--- config.mk ---
export PLATFORM = sky130hd
export DESIGN_NAME = hazard_flush_ctrl
export DESIGN_NICKNAME = d
export VERILOG_FILES = /design/src/rtl/hazard_pkg.sv /design/src/rtl/load_use_detect.sv /design/src/rtl/hazard_flush_ctrl.sv
export SDC_FILE = /design/constraint.sdc
export NUM_CORES = 1
export LEC_CHECK = 0
export ABC_AREA = 1
export CORE_UTILIZATION = 40
export DETAILED_ROUTE_END_ITERATION = 7
export GPL_TIMING_DRIVEN = 1
export PLACE_DENSITY = 0.8
export SLEW_MARGIN = 20
export SYNTH_ARGS = -nofsm -noshare
export SYNTH_HDL_FRONTEND = slang
export SYNTH_HIERARCHICAL = 1
export SYNTH_SLANG_ARGS = --single-unit
--- constraint.sdc ---
create_clock -name Clk -period 4 [get_ports Clk]
set_input_delay 0.8 -clock Clk [delete_from_list [all_inputs] [get_ports Clk]]
set_output_delay 0.8 -clock Clk [all_outputs]
set_load 0.01 [all_outputs]
--- src/rtl/hazard_pkg.sv ---
// Shared types for the hazard/flush controller: FSM states, register-zero
// constant and the control-output bundle with its fixed per-case patterns.
package hazard_pkg;

   typedef enum logic [1:0] {
      ST_RUN   = 2'd0,
      ST_DRAIN = 2'd1,
      ST_HALT  = 2'd2
   } state_t;

   localparam logic [4:0] REG_ZERO = 5'd0;

   typedef struct packed {
      logic pcWre;
      logic ifIdWrite;
      logic ifIdFlush;
      logic idExFlush;
      logic halted;
   } ctrl_t;

   localparam ctrl_t CTRL_RESET = '{
      pcWre: 1'b0, ifIdWrite: 1'b0,
      ifIdFlush: 1'b1, idExFlush: 1'b1,
      halted: 1'b0
   };

   localparam ctrl_t CTRL_BRANCH = '{
      pcWre: 1'b1, ifIdWrite: 1'b1,
      ifIdFlush: 1'b1, idExFlush: 1'b1,
      halted: 1'b0
   };

   localparam ctrl_t CTRL_STALL = '{
      pcWre: 1'b0, ifIdWrite: 1'b0,
      ifIdFlush: 1'b0, idExFlush: 1'b1,
      halted: 1'b0
   };

   localparam ctrl_t CTRL_JUMP = '{
      pcWre: 1'b1, ifIdWrite: 1'b1,
      ifIdFlush: 1'b1, idExFlush: 1'b0,
      halted: 1'b0
   };

   // Halt moves on into EX; fetch stops and the slot behind it is bubbled.
   localparam ctrl_t CTRL_HALT_IN = '{
      pcWre: 1'b0, ifIdWrite: 1'b0,
      ifIdFlush: 1'b1, idExFlush: 1'b0,
      halted: 1'b0
   };

   localparam ctrl_t CTRL_IDLE = '{
      pcWre: 1'b1, ifIdWrite: 1'b1,
      ifIdFlush: 1'b0, idExFlush: 1'b0,
      halted: 1'b0
   };

   localparam ctrl_t CTRL_DRAIN = '{
      pcWre: 1'b0, ifIdWrite: 1'b0,
      ifIdFlush: 1'b1, idExFlush: 1'b1,
      halted: 1'b0
   };

   localparam ctrl_t CTRL_HALT = '{
      pcWre: 1'b0, ifIdWrite: 1'b0,
      ifIdFlush: 1'b1, idExFlush: 1'b1,
      halted: 1'b1
   };

   function automatic logic [1:0] drainLoad(input int cycles);
      return 2'(cycles - 1);
   endfunction

endpackage

--- src/rtl/load_use_detect.sv ---
// Combinational load-use comparator: the load in EX writes a register
// that the instruction in ID actually reads.
module load_use_detect
   import hazard_pkg::*;
(
   input  logic [4:0] ID_rs,
   input  logic [4:0] ID_rt,
   input  logic       ID_UseRs,
   input  logic       ID_UseRt,
   input  logic       EX_MemRead,
   input  logic [4:0] EX_rt,
   output logic       lu
);

   logic rsHit;
   logic rtHit;

   assign rsHit = ID_UseRs && (ID_rs == EX_rt);
   assign rtHit = ID_UseRt && (ID_rt == EX_rt);

   assign lu = EX_MemRead && (EX_rt != REG_ZERO) && (rsHit || rtHit);

endmodule

--- src/rtl/hazard_flush_ctrl.sv ---
// Hazard, flush and halt-drain controller beside the ID stage.
// Optional perf counters: define HAZARD_STATS_EN.
module hazard_flush_ctrl
   import hazard_pkg::*;
#(
   parameter int DRAIN_CYCLES = 3
) (
   input  logic       Clk,
   input  logic       Reset,
   input  logic [4:0] ID_rs,
   input  logic [4:0] ID_rt,
   input  logic       ID_UseRs,
   input  logic       ID_UseRt,
   input  logic       ID_Jump,
   input  logic       ID_Halt,
   input  logic       EX_MemRead,
   input  logic [4:0] EX_rt,
   input  logic       EX_BranchTaken,
   output logic       PCWre,
   output logic       IF_ID_Write,
   output logic       IF_ID_Flush,
   output logic       ID_EX_Flush,
   output logic       Halted
`ifdef HAZARD_STATS_EN
   ,
   output logic [31:0] StallCount,
   output logic [31:0] FlushCount
`endif
);

   state_t     state;
   state_t     nextState;
   logic [1:0] cnt;
   logic [1:0] nextCnt;
   ctrl_t      ctrl;
   logic       lu;

   logic runBranch;
   logic runStall;
   logic runJump;
   logic runHalt;
   logic runIdle;

   load_use_detect uLud (
      .ID_rs      (ID_rs),
      .ID_rt      (ID_rt),
      .ID_UseRs   (ID_UseRs),
      .ID_UseRt   (ID_UseRt),
      .EX_MemRead (EX_MemRead),
      .EX_rt      (EX_rt),
      .lu         (lu)
   );

   // One-hot RUN decision, priority resolved up front.
   assign runBranch = EX_BranchTaken;
   assign runStall  = !EX_BranchTaken && lu;
   assign runJump   = !EX_BranchTaken && !lu && ID_Jump;
   assign runHalt   = !EX_BranchTaken && !lu && !ID_Jump && ID_Halt;
   assign runIdle   = !EX_BranchTaken && !lu && !ID_Jump && !ID_Halt;

   always_ff @(posedge Clk or negedge Reset) begin
      if (!Reset) begin
         state <= ST_RUN;
         cnt   <= 2'd0;
      end else begin
         state <= nextState;
         cnt   <= nextCnt;
      end
   end

   always_comb begin
      nextState = state;
      nextCnt   = cnt;
      unique case (state)
         ST_RUN: begin
            if (runHalt) begin
               nextState = ST_DRAIN;
               nextCnt   = drainLoad(DRAIN_CYCLES);
            end
         end
         ST_DRAIN: begin
            if (cnt == 2'd0) begin
               nextState = ST_HALT;
            end else begin
               nextCnt = cnt - 2'd1;
            end
         end
         ST_HALT: begin
            nextState = ST_HALT;
         end
         default: begin
            nextState = ST_RUN;
            nextCnt   = 2'd0;
         end
      endcase
   end

   always_comb begin
      ctrl = CTRL_RESET;
      if (Reset) begin
         unique case (state)
            ST_RUN: begin
               unique case (1'b1)
                  runBranch: ctrl = CTRL_BRANCH;
                  runStall:  ctrl = CTRL_STALL;
                  runJump:   ctrl = CTRL_JUMP;
                  runHalt:   ctrl = CTRL_HALT_IN;
                  runIdle:   ctrl = CTRL_IDLE;
                  default:   ctrl = CTRL_IDLE;
               endcase
            end
            ST_DRAIN: ctrl = CTRL_DRAIN;
            ST_HALT:  ctrl = CTRL_HALT;
            default:  ctrl = CTRL_RESET;
         endcase
      end
   end

   assign PCWre       = ctrl.pcWre;
   assign IF_ID_Write = ctrl.ifIdWrite;
   assign IF_ID_Flush = ctrl.ifIdFlush;
   assign ID_EX_Flush = ctrl.idExFlush;
   assign Halted      = ctrl.halted;

`ifdef HAZARD_STATS_EN
   // Counters only move in RUN, so they freeze through DRAIN and HALT.
   always_ff @(posedge Clk or negedge Reset) begin
      if (!Reset) begin
         StallCount <= 32'd0;
         FlushCount <= 32'd0;
      end else if (state == ST_RUN) begin
         if (runStall) begin
            StallCount <= StallCount + 32'd1;
         end
         if (EX_BranchTaken || ID_Jump) begin
            FlushCount <= FlushCount + 32'd1;
         end
      end
   end
`endif

endmodule
# --- Yosys cells after proc, flatten, opt, wreduce, memory -nomap -nowiden ---
# Cells that the tools add are included.
word_totals:
  mem_count: 0
  romBits: 0
  latch_bits: 0
  register_bits: 4
  output_inout_bits: 5
  ram_bits: 0
classes:
  n_addsub: 1
  bitwise: 1
  div_mod_pow: 0
  n_mux: 9
  multipliers: 0
  n_reduce_logical: 18
  n_eq_ne: 7
  magnitude_cmp: 0
  n_shift: 0
op_table:
  columns: ["op", "count"]
  rows:
  - ["case mux 5 bit (4 select lines)", 1]
  - ["case mux 2 bit (3 select lines)", 2]
  - ["== test 5 bit", 2]
  - ["case mux 5 bit (2 select lines)", 1]
  - ["logical AND 1 bit", 9]
  - ["two-way mux 2 bit", 4]
  - ["inequality test 2 bit, second input constant", 3]
  - ["two-way mux 5 bit", 1]
  - ["nonzero test 5 bit", 1]
  - ["zero test 2 bit", 2]
  - ["zero test 1 bit", 3]
  - ["AND reduction 3 bit", 1]
  - ["== test 2 x 1 -> 1 bit, second input constant", 1]
  - ["== test 2 bit, second input constant", 1]
  - ["AND reduction 2 bit", 1]
  - ["subtractor 2 x 1 -> 2 bit, second input constant", 1]
  - ["logical OR 1 bit", 1]
  - ["inverter 1 bit", 1]

# --- Longest topological paths before layout ---
# Gate-level depths: netlist of run 1.
logic_depth:
  depth_word: 11
  depth_mapped: 12
  depth_no_buf: 12

# --- Hierarchy ---
# Netlist of run 1, hierarchy kept.
by_module_without_submodules:
  columns: ["module", "seq_area_each_um2", "cells_per_inst", "area_each_um2", "n_inst"]
  rows:
  - ["hazard_flush_ctrl", 100.1, 49, 350.3, 1]
  - ["load_use_detect", 0.0, 55, 216.5, 1]

# --- Worst setup path after synthesis of run 1 ---
# No wires, ideal clock.
synth_path:
  path_kind: "input port to output port"
  from: "input EX_rt[3]"
  to: "output PCWre"
  slack_ps: 1530
  t_arrival_ps: 1670
  required_ps: 3200
  stages: 8
  path_cell_list: "inv_1 nand4_1 o21ai_0 a21oi_1 nor2_1 nor2_1 nor2_1 buf_4"
synth_between:
  elab_chain_len: 11
synth_rtl:
  columns: ["element", "line_no", "text"]
  rows:
  - ["start, declared", "hazard_flush_ctrl.sv:17", "input logic [4:0] EX_rt,"]
  - ["== test 5 bit, on equally long branches", "load_use_detect.sv:18, load_use_detect.sv:19", null]
  - ["logical AND 1 bit, on equally long branches", "load_use_detect.sv:18, load_use_detect.sv:19", null]
  - ["logical OR 1 bit", "load_use_detect.sv:21", "assign lu = EX_MemRead && (EX_rt != REG_ZERO) && (rsHit || rtHit);"]
  - ["logical AND 1 bit *", "load_use_detect.sv:21", null]
  - ["via lu", "hazard_flush_ctrl.sv:36", "logic lu;"]
  - ["zero test 1 bit", null, null]
  - ["logical AND 1 bit (2 in series)", null, null]
  - ["logical AND 1 bit", "hazard_flush_ctrl.sv:58", "assign runHalt = !EX_BranchTaken && !lu && !ID_Jump && ID_Halt;"]
  - ["case mux 5 bit (4 select lines) *", "hazard_flush_ctrl.sv:103", "unique case (1'b1)"]
  - ["case mux 5 bit (2 select lines) *", "hazard_flush_ctrl.sv:101", "unique case (state)"]
  - ["two-way mux 5 bit *", "hazard_flush_ctrl.sv:100", "if (Reset) begin"]
  - ["end, declared", "hazard_flush_ctrl.sv:19", "output logic PCWre,"]
# The timed path passes the listed nets; every way through them passes the cells marked *.

# --- Final worst setup path of run 1 ---
layout_path:
  from: "input EX_rt[3]"
  to: "output IF_ID_Flush"
layout_between:
  elab_chain_len: 11
layout_rtl:
  columns: ["element", "line_no", "text"]
  rows:
  - ["== test 5 bit, on equally long branches", "load_use_detect.sv:18, load_use_detect.sv:19", null]
  - ["logical AND 1 bit, on equally long branches", "load_use_detect.sv:18, load_use_detect.sv:19", null]
  - ["logical OR 1 bit", "load_use_detect.sv:21", null]
  - ["logical AND 1 bit *", "load_use_detect.sv:21", null]
  - ["via lu", "hazard_flush_ctrl.sv:36", null]
  - ["zero test 1 bit", null, null]
  - ["logical AND 1 bit (2 in series)", null, null]
  - ["logical AND 1 bit", "hazard_flush_ctrl.sv:58", null]
  - ["case mux 5 bit (4 select lines) *", "hazard_flush_ctrl.sv:103", null]
  - ["case mux 5 bit (2 select lines) *", "hazard_flush_ctrl.sv:101", null]
  - ["two-way mux 5 bit *", "hazard_flush_ctrl.sv:100", null]
  - ["end, declared", "hazard_flush_ctrl.sv:21", "output logic IF_ID_Flush,"]
# Marked as above.

==> results.sh, run 1 <==
export IMPL_dieArea_um2=1570
export IMPL_max_cap_viol_count=0
export IMPL_antenna_violating_nets_left=0
export IMPL_syn_cell_area_um2=567
export IMPL_worstPathArrival_ns=2.63
export IMPL_finalWorstSetupSlack_ns=0.571
export IMPL_setup_viol=0
export IMPL_ioPinCount=28
export IMPL_rr_startpoint="state[0]$_DFFE_PN0P_"
export IMPL_p_leak_uw=0.000485
export IMPL_reg2regPathDepth=6
export IMPL_vias=692
export IMPL_finalCritPeriodShare_pct=85.7
export IMPL_tightestPinTransition_ns=0.308
export IMPL_seq_area_frac_synth_pct=17.7
export IMPL_hp_start="cnt[1]$_DFFE_PN0P_"
export IMPL_cellPowerDensity_nw_per_um2=411
export IMPL_drive_above_1_share_pct=9.02
export IMPL_synth_yosys_warnings=6
export IMPL_design_final_nets=162
export IMPL_post_cts_resized_instances=0
export IMPL_layout_cells_most_common_list="37 x sky130_fd_sc_hd__nand2_1, 27 x sky130_fd_sc_hd__clkdlybuf4s50_1, 21 x sky130_fd_sc_hd__inv_1, 13 x sky130_fd_sc_hd__nor2_1, 8 x sky130_fd_sc_hd__nand3_1"
export IMPL_cts_inserted_buffers=3
export IMPL_dp_final_hpwl_um=1190
export IMPL_area_delta_synth_final_pct=53.6
export IMPL_holdPathStages=2
export IMPL_worst_clock_skew_ns=0.00146
export IMPL_clk_latency_ns=0.22
export IMPL_row_count=13
export IMPL_worstPathMaxFanout=4
export IMPL_hold_end="cnt[1]$_DFFE_PN0P_"
export IMPL_worstHoldPathType="flip-flop to flip-flop"
export IMPL_cts_max_level=1
export IMPL_regArea_um2=100
export IMPL_avg_wl_per_cell_um=9.59
export IMPL_overall_fraction_of_global_route_tracks_in_use_pct=20.3
export IMPL_path_delay_family="buffers and inverters"
export IMPL_cts_num_sinks=4
export IMPL_max_freq_mhz=292
export IMPL_ctsRootBufferMaster="sky130_fd_sc_hd__clkbuf_4"
export IMPL_tritoncts="built"
export IMPL_critical_path_slowest_cell="sky130_fd_sc_hd__clkdlybuf4s50_1"
export IMPL_critical_path_max_stage_delay_ns=0.48
export IMPL_post_route_drc_count=0
export IMPL_postRouteWirelength_um=1420
export IMPL_detail_route_first_pass_iterations=4
export IMPL_die_width_um=39.6
export IMPL_yosysUniqueCellTypes=17
export IMPL_initial_standard_cell_utilization_of_the_core_pct=43.0
export IMPL_number_of_diodes=0
export IMPL_worstSetupPathType="primary input to primary output"
export IMPL_cts_max_path_buffers=2
export IMPL_worst_setup_path_end_kind="primary output"
export IMPL_mostFrequentLayoutCell="sky130_fd_sc_hd__nand2_1"
export IMPL_timing_critical_path_required_ns=3.20
export IMPL_cts_setup_buffers=0
export IMPL_detailedPlace_worstSlack_ns=0.576
export IMPL_slew_headroom_pct=79.4
export IMPL_reg2reg_setup_slack_ns=2.74
export IMPL_multi_input_comb_area_um2=377
export IMPL_globalRoute_totalOverflow=0
export IMPL_postSynthRegisterBits=4
export IMPL_final_min_clock_period_ns=3.43
export IMPL_clkSlewWorstSetupHoldPaths_ns=0.04
export IMPL_placeable_area_um2=1320
export IMPL_grt_start_max_net_pins=9
export IMPL_post_synth_net_total=131
export IMPL_rsz0062_at_grt="no"
export IMPL_worstReg2RegEnd="cnt[1]$_DFFE_PN0P_"
export IMPL_buffer_ports_inserted=27
export IMPL_timing_critical_path_cells="clkdlybuf4s50_1 -> inv_1 -> nand2_1 -> nand2_1 -> nor2_1 -> nand3_1 -> a21oi_1 -> nor2_2 -> o21ai_0 -> nand3_1 -> clkdlybuf4s50_1"
export IMPL_die_h_um=39.6
export IMPL_grt_pass1_vias=573
export IMPL_syn_inst=104
export IMPL_postCtsHoldBufs=0
export IMPL_finalHoldViolCount=0
export IMPL_vias_per_cell=4.68
export IMPL_detailedRoute_firstIterationViolations=13
export IMPL_setup_tns_ns=0
export IMPL_run_status="finished clean"
export IMPL_timing_critical_path_buf_inv=3
export IMPL_finalWeightedCongestion=0.813
export IMPL_finalMaxSlewViolations=0
export IMPL_vdd_ir_drop_max_v=0.000305
export IMPL_final_core_utilization_pct=66.1
export IMPL_count_of_fill_cells_added_during_filler_insertion=126
export IMPL_grt_pass1_wl_um=2190
export IMPL_fin_hold_ws_ns=0.489
export IMPL_startpoint_type="primary input"
export IMPL_syn_area_per_cell_um2=5.45
export IMPL_number_of_antenna_violations_at_the_first_check_in_global_routing=0
## per-stage QoR
step | cell area (µm²) | cells | power, µW
final | 871 | 148 | 358
after global routing | 871 | 148 | 400
after CTS | 871 | 148 | 359
after detailed placement | 848 | 145 | 309
after global placement | 848 | 145 | 299
after floorplan | 567 | 104 | 232
## worst register-to-register path, cell delays in order, from the launching register on
cell	delay, ns
sky130_fd_sc_hd__dfrtp_1	0.37
sky130_fd_sc_hd__inv_1	0.07
sky130_fd_sc_hd__ha_1	0.24
sky130_fd_sc_hd__a21oi_1	0.26
sky130_fd_sc_hd__nand2_2	0.09
sky130_fd_sc_hd__nand2_1	0.06
sky130_fd_sc_hd__nand2_1	0.05
## Yosys cell counts, drive strengths merged
cell	instances	area, µm²
nor2	15	66.3
buf	1	7.51
dfrtp	4	100
nand3	8	40.0
nor3	1	5.00
o21ai	3	15.0
nand4	1	6.26
nand2	42	175
a21oi	2	10.0
inv	22	82.6
or2	1	8.76
ha	4	50.1
## kinds of logic after synthesis
kind of cell / share of synthesized area (%)
AOI/OAI and AO/OA: 4.41
adders and majority gates: 8.83
buffers and inverters: 15.9
DFF: 17.7
and+or+nand+nor: 53.2
## power by group
group	internal [µW]	total, µW	switching (µW)
logic	108	238	130
registers	60.5	73.0	12.5
clock network	33.4	47.2	13.8
total	202	358	156
## area by class of cell
cell class / instances / area share (%)
Multi-Input combinational cell: 77 / 43.2
Inverter: 22 / 9.48
Tap cell: 15 / 2.16
Timing Repair Buffer: 27 / 31.0
Sequential cell: 4 / 11.5
Clock buffer: 3 / 2.59
## per-layer routing
layer | routed length, µm | track usage [%] | vias to the layer above
met1 | 671 | 24.7 | 308
li1 | - | - | 369
met5 | 0 | 0 | -
met3 | 56 | 2.27 | 0
met4 | 0 | 5.17 | 0
met2 | 691 | 36.9 | 15
## state kept, by name, summed over array words and instances, names as in the netlist
register and flops:
state 2, cnt 2
## worst max-delay path by stage
stage	slack [ns]	to	start	depth (start not counted)
finish	0.57	IF_ID_Flush	EX_rt[3]	11
global route	0.44	IF_ID_Flush	EX_rt[3]	11
CTS	0.57	IF_ID_Flush	EX_rt[4]	11
detailed placement	0.58	IF_ID_Flush	EX_rt[4]	11
global placement	0.60	IF_ID_Flush	EX_rt[4]	11
floorplan	1.53	PCWre	EX_rt[3]	8
No activity file was read; power rests on OpenSTA's default activity.
==> run 2: changes to the inputs <==
CAP_MARGIN = 20   (was not set)
CORE_UTILIZATION = 41   (was 40)
PLACE_DENSITY = 0.81   (was 0.8)
==> results.sh, run 2 (synthesized netlist as in run 1, its figures left out) <==
export IMPL_run_status="finished clean"
export IMPL_postCtsHoldBufs=0
export IMPL_ioPinCount=28
export IMPL_grt_pass1_wl_um=2120
export IMPL_worstHoldPathType="flip-flop to flip-flop"
export IMPL_fin_hold_ws_ns=0.478
export IMPL_slew_headroom_pct=79.4
export IMPL_cts_max_level=1
export IMPL_cts_setup_buffers=0
export IMPL_worstPathMaxFanout=4
export IMPL_count_of_fill_cells_added_during_filler_insertion=135
export IMPL_design_final_nets=162
export IMPL_cellPowerDensity_nw_per_um2=408
export IMPL_number_of_diodes=0
export IMPL_worst_setup_path_end_kind="primary output"
export IMPL_mostFrequentLayoutCell="sky130_fd_sc_hd__nand2_1"
export IMPL_final_core_utilization_pct=66.9
export IMPL_ctsRootBufferMaster="sky130_fd_sc_hd__clkbuf_4"
export IMPL_finalCritPeriodShare_pct=86.7
export IMPL_clk_latency_ns=0.22
export IMPL_dieArea_um2=1540
export IMPL_number_of_antenna_violations_at_the_first_check_in_global_routing=0
export IMPL_setup_tns_ns=0
export IMPL_detailedRoute_firstIterationViolations=10
export IMPL_timing_critical_path_cells="clkdlybuf4s50_1 -> inv_2 -> nand2_2 -> nand2_1 -> nor2_1 -> nand3_1 -> a21oi_1 -> nor2_2 -> o21ai_0 -> nand3_1 -> clkdlybuf4s50_1"
export IMPL_layoutNonFillerInstCount=148
export IMPL_path_delay_family="buffers and inverters"
export IMPL_post_route_drc_count=0
export IMPL_worstSetupPathType="primary input to primary output"
export IMPL_setup_viol=0
export IMPL_area_delta_synth_final_pct=53.6
export IMPL_cts_num_sinks=4
export IMPL_timing_critical_path_buf_inv=3
export IMPL_buffer_ports_inserted=27
export IMPL_critical_path_max_stage_delay_ns=0.54
export IMPL_initial_standard_cell_utilization_of_the_core_pct=43.6
export IMPL_vias_per_cell=4.55
export IMPL_p_leak_uw=0.000485
export IMPL_dp_final_hpwl_um=1120
export IMPL_worst_clock_skew_ns=0.00139
export IMPL_antenna_violating_nets_left=0
export IMPL_timing_critical_path_required_ns=3.20
export IMPL_finalMaxSlewViolations=0
export IMPL_row_count=13
export IMPL_place_detailed_instances=145
export IMPL_placeable_area_um2=1300
export IMPL_max_freq_mhz=288
export IMPL_clkSlewWorstSetupHoldPaths_ns=0.04
export IMPL_worstPathArrival_ns=2.67
export IMPL_finalWorstSetupSlack_ns=0.531
export IMPL_drive_above_1_share_pct=9.02
export IMPL_post_cts_resized_instances=0
export IMPL_critical_path_slowest_cell="sky130_fd_sc_hd__clkdlybuf4s50_1"
export IMPL_die_h_um=39.2
export IMPL_grt_pass1_vias=576
export IMPL_cts_inserted_buffers=3
export IMPL_startpoint_type="primary input"
export IMPL_tritoncts="built"
export IMPL_avg_wl_per_cell_um=8.88
export IMPL_detail_route_first_pass_iterations=4
export IMPL_grt_start_max_net_pins=9
export IMPL_postRouteWirelength_um=1310
export IMPL_max_cap_viol_count=0
export IMPL_finalHoldViolCount=0
export IMPL_die_width_um=39.2
export IMPL_tightestPinTransition_ns=0.309
export IMPL_globalRoute_totalOverflow=0
export IMPL_cts_max_path_buffers=2
export IMPL_detailedPlace_worstSlack_ns=0.539
export IMPL_largest_registers_in_the_final_layout="cnt (2), state (2)"
export IMPL_vias=673
export IMPL_layout_cells_most_common_list="37 x sky130_fd_sc_hd__nand2_1, 27 x sky130_fd_sc_hd__clkdlybuf4s50_1, 21 x sky130_fd_sc_hd__inv_1, 13 x sky130_fd_sc_hd__nor2_1, 8 x sky130_fd_sc_hd__nand3_1"
export IMPL_rsz0062_at_grt="no"
export IMPL_final_min_clock_period_ns=3.47
export IMPL_overall_fraction_of_global_route_tracks_in_use_pct=19.3
export IMPL_vdd_ir_drop_max_v=0.000367
export IMPL_finalWeightedCongestion=0.877
## run 2: cell counts in the layout (fill, tap and decap cells not counted)
Identical to the previous run, type by type.
## run 2: metrics by stage
step / power [µW] / cell area (µm²)
after global routing: 399 / 871
after floorplan: 232 / 567
final: 355 / 871
after global placement: 298 / 848
after CTS: 357 / 871
after detailed placement: 308 / 848
## run 2: final timing paths
| path | startpoint | to | slack (ns) | cells after the start |
|---|---|---|---|---|
| max | EX_rt[4] | IF_ID_Flush | 0.53 | 11 |
| max reg2reg | state[0]$_DFFE_PN0P_ | cnt[0]$_DFFE_PN0P_ | 2.75 | 6 |
| max in group asynchronous | Reset | state[0]$_DFFE_PN0P_ | 2.93 | 1 |
| min reg2reg | cnt[1]$_DFFE_PN0P_ | cnt[1]$_DFFE_PN0P_ | 0.48 | 2 |
| min | cnt[1]$_DFFE_PN0P_ | cnt[1]$_DFFE_PN0P_ | 0.48 | 2 |
| min in group asynchronous | Reset | cnt[0]$_DFFE_PN0P_ | 0.84 | 1 |
## run 2: cell type report
type / count / area, µm² / share of cell area, %
clock buffers: 3 / 22.5 / 2.59
well taps: 15 / 18.8 / 2.16
repair buffers: 27 / 270 / 31.0
multi-input cells: 77 / 377 / 43.2
inverters: 22 / 82.6 / 9.48
flip-flops and latches: 4 / 100 / 11.5
## run 2: power by group
| group | leakage, µW | internal, µW | switching, µW |
|---|---|---|---|
| Combinational | 0.000421 | 108 | 128 |
| Clock | 0.0000138 | 33.4 | 13.6 |
| Sequential | 0.0000502 | 60.5 | 12.7 |
## run 2: per-layer routing
metal,vias to the layer above,GRT usage [%],share of wire (%)
li1,369,-,-
met1,285,22.8,47
met2,19,37.5,48
met3,0,0,4.3
met4,0,5.17,0
met5,-,0,0
## run 2: worst register-to-register path, cell delays in order (launching register included)
cell	delay, ns
sky130_fd_sc_hd__dfrtp_1	0.37
sky130_fd_sc_hd__inv_1	0.07
sky130_fd_sc_hd__ha_1	0.25
sky130_fd_sc_hd__a21oi_1	0.25
sky130_fd_sc_hd__nand2_2	0.09
sky130_fd_sc_hd__nand2_1	0.07
sky130_fd_sc_hd__nand2_1	0.05
